===== config.mk =====
export PLATFORM = sky130hd
export DESIGN_NAME = e_counter_monitor_flat
export DESIGN_NICKNAME = d
export VERILOG_FILES = /design/src/rtl/e_counter_monitor_pkg.sv /design/src/rtl/e_counter_monitor_if.sv /design/src/rtl/e_pair_expect.sv /design/src/rtl/e_counter_monitor.sv /design/src/flat_wrapper.sv
export SDC_FILE = /design/constraint.sdc
export NUM_CORES = 1
export LEC_CHECK = 0
export CORE_ASPECT_RATIO = 0.9
export CORE_MARGIN = 2
export CORE_UTILIZATION = 30
export DETAILED_ROUTE_END_ITERATION = 6
export GPL_ROUTABILITY_DRIVEN = 0
export HOLD_SLACK_MARGIN = 0.06
export SLEW_MARGIN = 20
export SYNTH_ARGS = -nofsm -noshare
export SYNTH_HDL_FRONTEND = slang
export SYNTH_SLANG_ARGS = --single-unit

===== constraint.sdc =====
create_clock -name clk_i -period 4.6 [get_ports clk_i]
set_clock_uncertainty 0.15 [all_clocks]
set_input_delay 0.92 -clock clk_i [delete_from_list [all_inputs] [get_ports clk_i]]
set_output_delay 0.92 -clock clk_i [all_outputs]
set_load 0.02 [all_outputs]

===== src/rtl/e_counter_monitor_pkg.sv =====
// Shared definitions for the two-phase counter monitor: FSM state encoding,
// expected-pair update commands and the status word bit layout.
package e_counter_monitor_pkg;

  // Monitor FSM states; code 3 is never entered and behaves like SYNC.
  typedef enum logic [1:0] {
    ST_SYNC   = 2'd0,
    ST_RUN_X  = 2'd1,
    ST_RUN_Y  = 2'd2,
    ST_UNUSED = 2'd3
  } mon_state_e;

  // Commands from the FSM to the expected-pair tracker.
  typedef enum logic [2:0] {
    EXP_HOLD       = 3'd0,
    EXP_SET_10     = 3'd1,
    EXP_INC_X      = 3'd2,
    EXP_SET_XMAX_1 = 3'd3,
    EXP_INC_Y      = 3'd4,
    EXP_SET_00     = 3'd5
  } exp_cmd_e;

  // Status word field positions.
  localparam int OUT_STATE_HI    = 15;
  localparam int OUT_STATE_LO    = 14;
  localparam int OUT_ERR_BIT     = 13;
  localparam int OUT_MISMATCH_BIT = 12;
  localparam int OUT_WRAP_BIT    = 11;
  localparam int OUT_PERIODS_HI  = 7;
  localparam int OUT_PERIODS_LO  = 0;

  // Build the status word; bits 10:8 are always zero.
  function automatic logic [15:0] pack_status(input mon_state_e st,
                                              input logic       err,
                                              input logic       mis,
                                              input logic       wrap,
                                              input logic [7:0] periods);
    logic [15:0] s;
    s = '0;
    s[OUT_STATE_HI:OUT_STATE_LO]     = st;
    s[OUT_ERR_BIT]                   = err;
    s[OUT_MISMATCH_BIT]              = mis;
    s[OUT_WRAP_BIT]                  = wrap;
    s[OUT_PERIODS_HI:OUT_PERIODS_LO] = periods;
    return s;
  endfunction

endpackage


===== src/rtl/e_counter_monitor_if.sv =====
// Bus between the observed counter stream and the monitor.
// Stream semantics: there is no valid/ready; input__ carries one {x,y} pair
// every clock and is always considered valid, clr_i is a level sampled on the
// same edge, and output__ is a registered status word updated every edge.
interface e_counter_monitor_if;
  logic [15:0] input__;
  logic        clr_i;
  logic [15:0] output__;

  modport master (output input__, output clr_i, input output__);
  modport slave  (input input__, input clr_i, output output__);
endinterface


===== src/rtl/e_pair_expect.sv =====
// Expected-pair tracker: holds the {x,y} pair expected on the next edge,
// compares it with the observed pair and applies FSM update commands.
module e_pair_expect
  import e_counter_monitor_pkg::*;
#(
  parameter int X_MAX = 8,
  parameter int Y_MAX = 6
) (
  input  logic       clk_i,
  input  logic       rst_i,
  input  logic [7:0] i_x,
  input  logic [7:0] i_y,
  input  exp_cmd_e   i_cmd,
  output logic       o_match,
  output logic       o_x_at_max,
  output logic       o_y_at_max
);

  localparam logic [7:0] XM = 8'(X_MAX);
  localparam logic [7:0] YM = 8'(Y_MAX);

  logic [7:0] r_exp_x;
  logic [7:0] r_exp_y;

  assign o_match    = (i_x == r_exp_x) && (i_y == r_exp_y);
  assign o_x_at_max = (r_exp_x == XM);
  assign o_y_at_max = (r_exp_y == YM);

  // Update the expected pair; the FSM only issues increments below the bounds.
  always_ff @(posedge clk_i or posedge rst_i) begin
    if (rst_i) begin
      r_exp_x <= 8'd0;
      r_exp_y <= 8'd0;
    end else begin
      case (i_cmd)
        EXP_SET_10: begin
          r_exp_x <= 8'd1;
          r_exp_y <= 8'd0;
        end
        EXP_INC_X:  r_exp_x <= r_exp_x + 8'd1;
        EXP_SET_XMAX_1: begin
          r_exp_x <= XM;
          r_exp_y <= 8'd1;
        end
        EXP_INC_Y:  r_exp_y <= r_exp_y + 8'd1;
        EXP_SET_00: begin
          r_exp_x <= 8'd0;
          r_exp_y <= 8'd0;
        end
        default: begin
          r_exp_x <= r_exp_x;
          r_exp_y <= r_exp_y;
        end
      endcase
    end
  end

endmodule


===== src/rtl/e_counter_monitor.sv =====
// Monitor for a two-phase feedback counter: locks onto (0,0), follows the
// legal x-then-y period, flags deviations and counts completed periods.
module e_counter_monitor
  import e_counter_monitor_pkg::*;
#(
  parameter int X_MAX = 8,
  parameter int Y_MAX = 6
) (
  input  logic                 clk_i,
  input  logic                 rst_i,
  e_counter_monitor_if.slave   mon_bus
);

  mon_state_e r_state;
  mon_state_e w_state_next;
  logic       r_done;
  logic       w_done_next;
  logic       r_mismatch;
  logic       w_mismatch_next;
  logic       r_wrap;
  logic       w_wrap_next;
  logic       r_err_sticky;
  logic [7:0] r_periods;
  exp_cmd_e   w_cmd;

  logic [7:0] w_in_x;
  logic [7:0] w_in_y;
  logic       w_in_zero;
  logic       w_match;
  logic       w_x_at_max;
  logic       w_y_at_max;

  assign w_in_x    = mon_bus.input__[15:8];
  assign w_in_y    = mon_bus.input__[7:0];
  assign w_in_zero = (mon_bus.input__ == 16'h0000);

  e_pair_expect #(
    .X_MAX (X_MAX),
    .Y_MAX (Y_MAX)
  ) u_pair_expect (
    .clk_i      (clk_i),
    .rst_i      (rst_i),
    .i_x        (w_in_x),
    .i_y        (w_in_y),
    .i_cmd      (w_cmd),
    .o_match    (w_match),
    .o_x_at_max (w_x_at_max),
    .o_y_at_max (w_y_at_max)
  );

  // Next-state, expected-pair command and pulse decisions.
  always_comb begin
    w_state_next    = r_state;
    w_cmd           = EXP_HOLD;
    w_done_next     = r_done;
    w_mismatch_next = 1'b0;
    w_wrap_next     = 1'b0;
    case (r_state)
      ST_RUN_X, ST_RUN_Y: begin
        if (!w_match) begin
          // Deviation: flag it; a (0,0) restarts tracking at once, without a wrap.
          w_mismatch_next = 1'b1;
          w_done_next     = 1'b0;
          if (w_in_zero) begin
            w_state_next = ST_RUN_X;
            w_cmd        = EXP_SET_10;
          end else begin
            w_state_next = ST_SYNC;
          end
        end else if (r_state == ST_RUN_X) begin
          if (w_x_at_max) begin
            w_state_next = ST_RUN_Y;
            w_cmd        = EXP_SET_XMAX_1;
          end else begin
            // exp (0,0) increments to (1,0) like any other x step.
            w_cmd = EXP_INC_X;
            if (w_in_zero && r_done) begin
              w_wrap_next = 1'b1;
              w_done_next = 1'b0;
            end
          end
        end else begin
          if (w_y_at_max) begin
            w_state_next = ST_RUN_X;
            w_cmd        = EXP_SET_00;
            w_done_next  = 1'b1;
          end else begin
            w_cmd = EXP_INC_Y;
          end
        end
      end
      default: begin
        // SYNC (and unused code 3): wait silently for (0,0).
        w_done_next = 1'b0;
        if (w_in_zero) begin
          w_state_next = ST_RUN_X;
          w_cmd        = EXP_SET_10;
        end else begin
          w_state_next = ST_SYNC;
        end
      end
    endcase
  end

  // State, pulses, sticky error and saturating period count.
  always_ff @(posedge clk_i or posedge rst_i) begin
    if (rst_i) begin
      r_state      <= ST_SYNC;
      r_done       <= 1'b0;
      r_mismatch   <= 1'b0;
      r_wrap       <= 1'b0;
      r_err_sticky <= 1'b0;
      r_periods    <= 8'd0;
    end else begin
      r_state    <= w_state_next;
      r_done     <= w_done_next;
      r_mismatch <= w_mismatch_next;
      r_wrap     <= w_wrap_next;
      // A new mismatch outranks a clear on the sticky flag.
      if (w_mismatch_next) begin
        r_err_sticky <= 1'b1;
      end else if (mon_bus.clr_i) begin
        r_err_sticky <= 1'b0;
      end
      // A clear outranks a wrap on the period count.
      if (mon_bus.clr_i) begin
        r_periods <= 8'd0;
      end else if (w_wrap_next && (r_periods != 8'hFF)) begin
        r_periods <= r_periods + 8'd1;
      end
    end
  end

  assign mon_bus.output__ = pack_status(r_state, r_err_sticky, r_mismatch,
                                        r_wrap, r_periods);

endmodule


===== src/flat_wrapper.sv =====
// flat-port wrapper written by rule: the top's interface ports become plain ports
module e_counter_monitor_flat import e_counter_monitor_pkg::*;
#(
  parameter int X_MAX = 8,
  parameter int Y_MAX = 6
)
  (clk_i, rst_i, mon_bus_input__, mon_bus_clr_i, mon_bus_output__);
  e_counter_monitor_if mon_bus_i ();
  input  logic clk_i;
  input  logic rst_i;
  input wire logic [$bits(mon_bus_i.input__)-1:0] mon_bus_input__;
  input wire logic [$bits(mon_bus_i.clr_i)-1:0] mon_bus_clr_i;
  output wire logic [$bits(mon_bus_i.output__)-1:0] mon_bus_output__;
  assign mon_bus_i.input__ = mon_bus_input__;
  assign mon_bus_i.clr_i = mon_bus_clr_i;
  assign mon_bus_output__ = mon_bus_i.output__;
  e_counter_monitor #(.X_MAX(X_MAX), .Y_MAX(Y_MAX)) u_core (.clk_i(clk_i), .rst_i(rst_i), .mon_bus(mon_bus_i));
endmodule

Word level (Yosys, flattened, before mapping)
Cells that the tools add are included.
{"block": "word_totals", "out_inout_bits": 16, "regBits": 30}
{"block": "classes", "mux": 31, "add_sub_neg": 3, "reduce_logical": 12, "n_eq_ne": 16}
{"operator": "$pmux 8 s4", "count": 1}
{"operator": "$add 8x1->8 const B", "count": 3}
{"operator": "$pmux 8 s3", "count": 1}
{"operator": "$mux 1", "count": 19}
{"operator": "$eq 8x8->1", "count": 2}
{"operator": "$logic_not 16->1", "count": 1}
{"operator": "$mux 8", "count": 2}
{"operator": "$ne 4x4->1 const B", "count": 4}
{"operator": "$mux 2", "count": 5}
{"operator": "$mux 3", "count": 3}
{"operator": "$eq 8x3->1 const B", "count": 1}
{"operator": "$eq 8x4->1 const B", "count": 1}
{"operator": "$ne 8x8->1 const B", "count": 1}
{"operator": "$eq 3x2->1 const B", "count": 2}
{"operator": "$eq 3x3->1 const B", "count": 2}
{"operator": "$reduce_bool 2->1", "count": 2}
{"operator": "$reduce_bool 4->1", "count": 1}
{"operator": "$reduce_or 2->1", "count": 2}
{"operator": "$eq 3x1->1 const B", "count": 1}
{"operator": "$logic_and 1x1->1", "count": 3}
{"operator": "$reduce_and 3->1", "count": 1}
{"operator": "$reduce_bool 3->1", "count": 1}
{"operator": "$eq 2x1->1 const B", "count": 1}
{"operator": "$eq 2x2->1 const B", "count": 1}
{"operator": "$reduce_and 2->1", "count": 1}

Longest topological paths before layout
Gate-level depths: netlist of the first run.
{"block": "logic_depth", "ltp_word": 10, "mapped_depth": 8, "ltp_nobuf": 7}

Cells and area by module
From an unflattened synthesis of the first run, not the netlist that was laid out.
{"block": "hier_totals", "hier_cells": 241, "area_unflattened_um2": 2085.8}
{"mod": "e_pair_expect", "cells_each": 149, "n_inst": 1, "area_each_um2": 1256.2}
{"mod": "e_counter_monitor", "cells_each": 92, "n_inst": 1, "area_each_um2": 829.5}

Worst setup path after synthesis of the first run
OpenSTA, ideal clock, no wires.
{"block": "synth_path", "path_kind": "input to register", "startpoint": "input mon_bus_input__[12]", "endpoint": "register u_core.r_periods[3]", "path_buffers": 1, "required_time_ns": 4.322, "path_slack_ns": 1.904, "setup_ns": 0.128, "arrival_time_ns": 2.419, "path_stages": 6, "cell_sequence": "xor2_1 -> nor4_1 -> nand4_2 -> buf_6 -> nor4_1 -> mux2_1"}
{"block": "synth_via", "elab_chain_len": 9}
{"element": "from (decl)", "line": "flat_wrapper.sv:11", "text": "input wire logic [$bits(mon_bus_i.input__)-1:0] mon_bus_input__;"}
{"element": "$logic_not 16->1", "line": "e_counter_monitor.sv:35", "text": "assign w_in_zero = (mon_bus.input__ == 16'h0000);"}
{"element": "$logic_and 1x1->1", "line": "e_counter_monitor.sv:77", "text": "if (w_in_zero && r_done) begin"}
{"element": "$mux 1", "line": "e_counter_monitor.sv:77"}
{"element": "$mux 1", "line": "e_counter_monitor.sv:71", "text": "if (w_x_at_max) begin"}
{"element": "$mux 1", "line": "e_counter_monitor.sv:70", "text": "end else if (r_state == ST_RUN_X) begin"}
{"element": "$mux 1 (*)", "line": "e_counter_monitor.sv:60", "text": "if (!w_match) begin"}
{"element": "$mux 1 (*)", "line": "e_counter_monitor.sv:58", "text": "case (r_state)"}
{"element": "$logic_and 1x1->1 (*)", "line": "e_counter_monitor.sv:128", "text": "end else if (w_wrap_next && (r_periods != 8'hFF)) begin"}
{"element": "$reduce_bool 2->1 (no line) (*)"}
{"element": "to (signal assigned)", "line": "e_counter_monitor.sv:129", "text": "r_periods <= r_periods + 8'd1;"}
{"element": "to (decl)", "line": "e_counter_monitor.sv:23", "text": "logic [7:0] r_periods;"}
Mark *: on every way between the ends. The rest lies on a longest branch, timed or not.
A chain may end at the register's enable or synchronous reset.

Worst setup path after layout of the first run
{"block": "layout_path", "startpoint": "input mon_bus_input__[9]", "endpoint": "register u_core.r_periods[3]"}
Same word-level chain as after synthesis.

==> flow_summary_export.csv, run 1 <==
group,metric,value,unit
worst_setup_path,path_cells,"clkdlybuf4s50_1 -> nor4_1 -> and4_1 -> nand3_1 -> nor4_1 -> mux2_1",
floorplan,floorplan.initialDensity,0.307,
grt,grt_pass1_wl,9620,um
worst_setup_path,cp_max_fo,7,
cells_and_area,fin_util,0.372,
timing,hold_ws,0.405,ns
worst_setup_path,arrival,3.11,ns
placement,numPortBuffers,31,
cells_and_area,final_nets,294,
hold_path,holdPathEnd,"u_core.r_err_sticky$_DFFE_PP0P_",
cells_and_area,n_antenna_cell,0,
logic_synthesis,yosysTopAreaCellShare,0.349,
worst_setup_path,cp-start-kind,"input port",
timing,period_share,0.672,
power_and_ir_drop,power.density,214,nW/um^2
worst_setup_path,end_kind,"register",
clocking,cts_setup_buffers,0,
logic_synthesis,syn_avg_cell_area,8.85,um^2
floorplan,pin_count,35,
worst_setup_path,crit_top_cell,"nor4_1",
timing,setup_viol,0,
clocking,cts_resized,0,
grt,grt_max_degree,44,
logic_synthesis,synthTopCellsByCount,"dfrtp_1 (30), xor2_1 (16), nand3_1 (14), nor2_1 (14)",
worst_setup_path,r2r_start,"u_core.r_state[1]$_DFFE_PP0P_",
timing,tightest_slew,0.733,ns
hold_path,min_from,"u_core.r_err_sticky$_DFFE_PP0P_",
logic_synthesis,ys.flop_type,"dfrtp_1",
cells_and_area,multiInputGateArea,1250,um^2
worst_setup_path,required,4.62,ns
cells_and_area,fin_area,2610,um^2
clocking,clkLatencyLatePin,0.29,ns
routing,via_count,1972,
timing,fin_crit,3.09,ns
clocking,cts_buffers,5,
worst_setup_path,timing.rr.end,"u_core.r_periods[4]$_DFFE_PP0P_",
outcome,status,"completed",
worst_setup_path,crit_slowest_cell,"clkdlybuf4s50_1",
cells_and_area,area_growth,21.2,%
grt,grt_pass1_vias,1995,
placement,place_area,2500,um^2
grt,grt_use_total,0.151,
power_and_ir_drop,leakagePower,1.09,nW
logic_synthesis,synth_top_area_cell,"dfrtp_1",
logic_synthesis,synthTopCellsByArea,"dfrtp_1 (35%), xor2_1 (6.5%), ha_1 (4.7%)",
grt,antenna_found_initial,0,
power_and_ir_drop,peakVddDrop,0.000119,V
timing,slew_headroom,0.505,
worst_setup_path,reg2reg_slack,1.94,ns
timing,tns,0,ns
routing,drtIter0Drc,113,
timing,fmax,0.323,GHz
worst_setup_path,cpPeakStageDelay,0.47,ns
hold_path,holdPathStages,2,
clocking,htreeDepth,2,
floorplan,row_count,29,
worst_setup_path,worst-setup-path-type,"in -> reg",
logic_synthesis,synth_cell_type_count,44,
logic_synthesis,yosys_warnings,0,
cells_and_area,n_fill_cell,728,
placement,hpwl,3890,um
logic_synthesis,yosysSeqAreaShare,0.349,
floorplan,die_w,93.3,um
routing,wl_per_cell,15.2,um
floorplan,die-area,7860,um^2
routing,routed_via_density,5.46,
logic_synthesis,ys_seq_elements,30,
routing,drt-total-wl,5490,um
timing,rsz0062_at_grt,"no",
run,maxCapViolCount,0,
timing,maxSlewViolCount,0,
logic_synthesis,synth_cells,243,
logic_synthesis,ys_async_sr_fraction,1.00,
clocking,cts_root_buf,"clkbuf_8",
cells_and_area,final_cells,361,
logic_synthesis,synth_most_common_cell,"dfrtp_1",
worst_setup_path,crit_buf_inv,1,
routing,drt_pass1_iterations,4,
clocking,cts_tree,"built",
worst_setup_path,cp_top_family,"simple AND/OR/NAND/NOR gates",
clocking,cts_hold_buf,0,
worst_setup_path,reg2reg_depth,7,
logic_synthesis,synth_edf_count,0,
floorplan,core_area,7000,um^2
placement,numPlacedInstances,353,
logic_synthesis,synthesis.area,2150,um^2
clocking,clk_path_buf_depth,2,
routing,ant_nets,0,
routing,drc,0,
clocking,cts_sinks,30,
floorplan,die_h,84.3,um
grt,grt-ovfl-total,0,
clocking,path_clk_slew,0.06,ns
cells_and_area,register_area,751,um^2
timing,final_hold_viol_count,0,
hold_path,hold_class,"reg -> reg",
cells_and_area,drive_above_1_share,0.0522,
==> how the worst max path moves through the flow <==
| stage | from | to | cells after the start |
|---|---|---|---|
| after floorplan | mon_bus_input__[12] | u_core.r_periods[3]$_DFFE_PP0P_ | 6 |
| after global placement | mon_bus_input__[12] | u_core.r_periods[4]$_DFFE_PP0P_ | 7 |
| after detailed placement | mon_bus_input__[12] | u_core.r_periods[3]$_DFFE_PP0P_ | 7 |
| after CTS | mon_bus_input__[12] | u_core.r_periods[3]$_DFFE_PP0P_ | 7 |
| after global routing | mon_bus_input__[12] | u_core.r_periods[3]$_DFFE_PP0P_ | 7 |
| final | mon_bus_input__[9] | u_core.r_periods[3]$_DFFE_PP0P_ | 6 |
==> kinds of logic (layout without fill, tap and decap cells) <==
family / count (synthesis) / count (layout) / synth area share
AO/OA/AOI/OAI: 54 / 54 / 0.166
other: 1 / 3 / 0.00174
multiplexers: 6 / 6 / 0.0297
AND/OR/NAND/NOR: 97 / 97 / 0.269
XOR/XNOR: 16 / 16 / 0.0652
adder cells (fa/ha/maj): 8 / 8 / 0.0465
buffers and inverters: 31 / 54 / 0.0727
flip-flops: 30 / 30 / 0.349
==> state kept, by name, indices dropped and copies added (netlist names) <==
register,cells
u_core.u_pair_expect.r_exp_x,8
u_core.u_pair_expect.r_exp_y,8
u_core.r_done,1
u_core.r_periods,8
u_core.r_err_sticky,1
u_core.r_wrap,1
u_core.r_state,2
u_core.r_mismatch,1
==> final cells by class <==
type / instances / area share
inverter: 12 / 0.0173
multi-input combinational: 184 / 0.480
tap: 93 / 0.0446
timing repair buffer: 34 / 0.128
clock buffer: 8 / 0.0422
sequential: 30 / 0.288
==> worst register-to-register path, cell delays in order, from the launching register on <==
cell     delay [ns]
dfrtp_1        0.42
inv_1          0.09
ha_1           0.41
inv_1          0.16
nor2_1         0.36
nand2_1        0.26
nor4_1         0.35
mux2_1         0.35
==> cells in the final DEF, fill, tap and decap left out, types with 3 or more instances in the layout <==
master | netlist | final
o21ai_0 | 12 | 12
mux2_1 | 3 | 3
o22ai_1 | 3 | 3
nand4_1 | 11 | 11
ha_1 | 8 | 8
nor2b_1 | 3 | 3
clkbuf_8 | 0 | 8
inv_1 | 12 | 12
buf_4 | 6 | 3
nand3_1 | 14 | 14
clkdlybuf4s50_1 | 0 | 31
a21oi_1 | 9 | 9
conb_1 | 1 | 3
nor2_1 | 14 | 14
or3_1 | 11 | 11
a22oi_1 | 12 | 12
and4_1 | 5 | 5
nor4_1 | 9 | 9
or4_1 | 6 | 6
xor2_1 | 16 | 16
dfrtp_1 | 30 | 30
o31ai_1 | 6 | 6
nand2_1 | 11 | 11
mux2i_1 | 3 | 3
==> power by group <==
| group | total (mW) | switching, mW | internal [mW] |
|---|---|---|---|
| Combinational | 0.0382 | 0.0197 | 0.0185 |
| Clock | 0.255 | 0.104 | 0.151 |
| Sequential | 0.264 | 0.0000771 | 0.264 |
==> per-layer routing <==
metal / part of all wire / vias to the layer above / track usage / wire length, um
met3: 0.054 / 6 / 0.0314 / 299
met1: 0.49 / 963 / 0.210 / 2710
li1: - / 950 / - / -
met4: 0.0096 / 0 / 0.0401 / 53
met5: 0 / - / 0 / 0
met2: 0.44 / 53 / 0.240 / 2430
==> per-stage QoR <==
step	setup WS [ns]	power, mW
after floorplan	1.90	0.286
after global placement	1.29	0.308
after detailed placement	1.25	0.307
after CTS	1.54	0.566
after global routing	1.32	0.583
final	1.51	0.557
Power figures use the tool's default switching activity.
==> run 2, diff against run 1 <==
==> constraint.sdc (replaced) <==
create_clock -name clk_i -period 2.68 [get_ports clk_i]
set_clock_uncertainty 0.15 [all_clocks]
set_input_delay 0.536 -clock clk_i [delete_from_list [all_inputs] [get_ports clk_i]]
set_output_delay 0.536 -clock clk_i [all_outputs]
set_load 0.02 [all_outputs]
==> flow_summary_export.csv, run 2 (synthesized netlist as in run 1, its figures left out) <==
group,metric,value,unit
routing,drt_pass1_iterations,4,
cells_and_area,register_area,751,um^2
floorplan,die-area,7860,um^2
power_and_ir_drop,power_frac_seq,0.496,
grt,grt_pass1_wl,10000,um
placement,hpwl,4160,um
clocking,clkLatencyLatePin,0.29,ns
worst_setup_path,arrival,2.60,ns
power_and_ir_drop,swShare,0.240,
clocking,htreeDepth,2,
floorplan,row_count,29,
outcome,status,"completed",
floorplan,core_area,7000,um^2
routing,drtIter0Drc,150,
grt,grt_pass1_vias,2007,
routing,drc,0,
worst_setup_path,cp-start-kind,"input port",
cells_and_area,multiInputGateArea,1280,um^2
power_and_ir_drop,p_total,912,uW
power_and_ir_drop,leakagePower,1.18,nW
routing,ant_nets,0,
routing,drt-total-wl,5820,um
cells_and_area,area_growth,28.6,%
clocking,path_clk_slew,0.07,ns
routing,via_count,2009,
run,maxCapViolCount,0,
cells_and_area,n_fill_cell,696,
worst_setup_path,required,2.70,ns
timing,setup_viol,0,
cells_and_area,final_cells,379,
floorplan,die_h,84.3,um
worst_setup_path,end_kind,"register",
power_and_ir_drop,peakVddDrop,0.000225,V
hold_path,hold_class,"reg -> reg",
timing,setup_slack,0.105,ns
timing,rsz0062_at_grt,"no",
grt,grt_use_total,0.158,
power_and_ir_drop,pwr-share-clk,0.427,
placement,numPortBuffers,31,
cells_and_area,n_antenna_cell,0,
clocking,cts_sinks,30,
cells_and_area,reg_top3,"u_core.r_periods (8), u_core.u_pair_expect.r_exp_x (8), u_core.u_pair_expect.r_exp_y (8)",
cells_and_area,final_nets,312,
power_and_ir_drop,power.density,330,nW/um^2
routing,routed_via_density,5.30,
grt,antenna_found_initial,0,
worst_setup_path,cpPeakStageDelay,0.48,ns
power_and_ir_drop,switchingPower,219,uW
clocking,clk_path_buf_depth,2,
timing,tightest_slew,0.599,ns
worst_setup_path,crit_slowest_cell,"clkdlybuf4s50_1",
floorplan,pin_count,35,
cells_and_area,final_common_cell,"clkdlybuf4s50_1",
timing,fmax,0.388,GHz
timing,final_hold_viol_count,0,
clocking,cts_tree,"built",
worst_setup_path,path_cells,"clkdlybuf4s50_1 -> xor2_1 -> nor4_4 -> nand4_2 -> buf_12 -> nor4_1 -> mux2_1",
worst_setup_path,cp_max_fo,22,
power_and_ir_drop,p_comb_frac,0.076,
routing,wl_per_cell,15.4,um
worst_setup_path,worst-setup-path-type,"in -> reg",
cells_and_area,final_cell_mix,"clkdlybuf4s50_1 (31), dfrtp_1 (30), buf_4 (20)",
clocking,cts_hold_buf,0,
clocking,cts_buffers,5,
grt,grt-ovfl-total,0,
placement,place_ws,-0.232,ns
floorplan,floorplan.initialDensity,0.307,
power_and_ir_drop,internal-power,693,uW
timing,period_share,0.961,
cells_and_area,drive_above_1_share,0.126,
timing,fin_crit,2.58,ns
grt,grt_max_degree,31,
placement,numPlacedInstances,371,
timing,slew_headroom,0.598,
floorplan,die_w,93.3,um
timing,maxSlewViolCount,0,
clocking,cts_root_buf,"clkbuf_8",
==> run 2: cell count changes in the layout (fill, tap and decap cells not counted), moves of 2 or more <==
| cell | before | now |
|---|---|---|
| buf_4 | 3 | 20 |
| clkbuf_8 | 8 | 6 |
| nor4_1 | 9 | 4 |
| nor4_2 | 1 | 6 |
==> run 2: metal layers <==
layer | global-route usage | part of all wire | wire length, um | vias up
met1 | 0.230 | 0.50 | 2900 | 958
met3 | 0.0305 | 0.050 | 289 | 11
met2 | 0.240 | 0.44 | 2540 | 49
li1 | - | - | - | 991
met5 | 0 | 0 | 0 | -
met4 | 0.0428 | 0.015 | 90 | 0
==> run 2: power groups by stage <==
stage                     clock, mW  combinational (mW)  sequential, mW
after floorplan                   0              0.0297           0.461
after global placement            0              0.0664           0.461
after detailed placement          0              0.0668           0.461
after CTS                     0.396              0.0671           0.453
after global routing          0.414              0.0756           0.452
final                         0.390              0.0694           0.453
==> run 2: path summary, 6_finish.rpt <==
path                            cells past startpoint                             from                                     endpoint  slack [ns]
worst min register to register                      2  u_core.r_err_sticky$_DFFE_PP0P_              u_core.r_err_sticky$_DFFE_PP0P_        0.40
worst max register to register                      6    u_core.r_state[0]$_DFFE_PP0P_  u_core.u_pair_expect.r_exp_y[7]$_DFFE_PP0P_        0.27
min in group asynchronous                           3                            rst_i  u_core.u_pair_expect.r_exp_x[7]$_DFFE_PP0P_        0.48
worst max-delay path                                7              mon_bus_input__[11]              u_core.r_periods[7]$_DFFE_PP0P_        0.10
max in group asynchronous                           3                            rst_i                    u_core.r_done$_DFFE_PP0P_        1.61
worst min-delay path                                2  u_core.r_err_sticky$_DFFE_PP0P_              u_core.r_err_sticky$_DFFE_PP0P_        0.40
==> run 2: timing repair <==
item / in CTS / in global routing
endpoints found under the hold margin: 0 / 0
setup endpoints to repair: 0 / 11
buffers inserted: 0 / 0
resized for setup: 0 / 5
==> run 2: area by class of cell <==
cell class / count / share of cell area
clock inverter: 1 / 0.00181
timing repair buffer: 52 / 0.174
sequential: 30 / 0.271
clock buffer: 7 / 0.0312
multi-input combinational: 184 / 0.464
tap: 93 / 0.0421
inverter: 12 / 0.0163
==> run 2: stage by stage <==
step,setup TNS [ns],instance area (um^2),utilization,hold slack [ns]
floorplan,0,2160,-,0.368
global placement,-2.18,2640,0.378,0.388
detailed placement,-2.49,2640,0.378,0.391
CTS,0,2740,0.391,0.403
global route,0,2770,0.395,0.445
finish,0,2770,0.395,0.397
==> run 2: critical path: cells and delay by family <==
| family | cells | cell delay (ns) |
|---|---|---|
| and+or+nand+nor | 3 | 0.84 |
| muxes | 1 | 0.36 |
| buffers and inverters | 2 | 0.67 |
| xor gates and xnor gates | 1 | 0.19 |
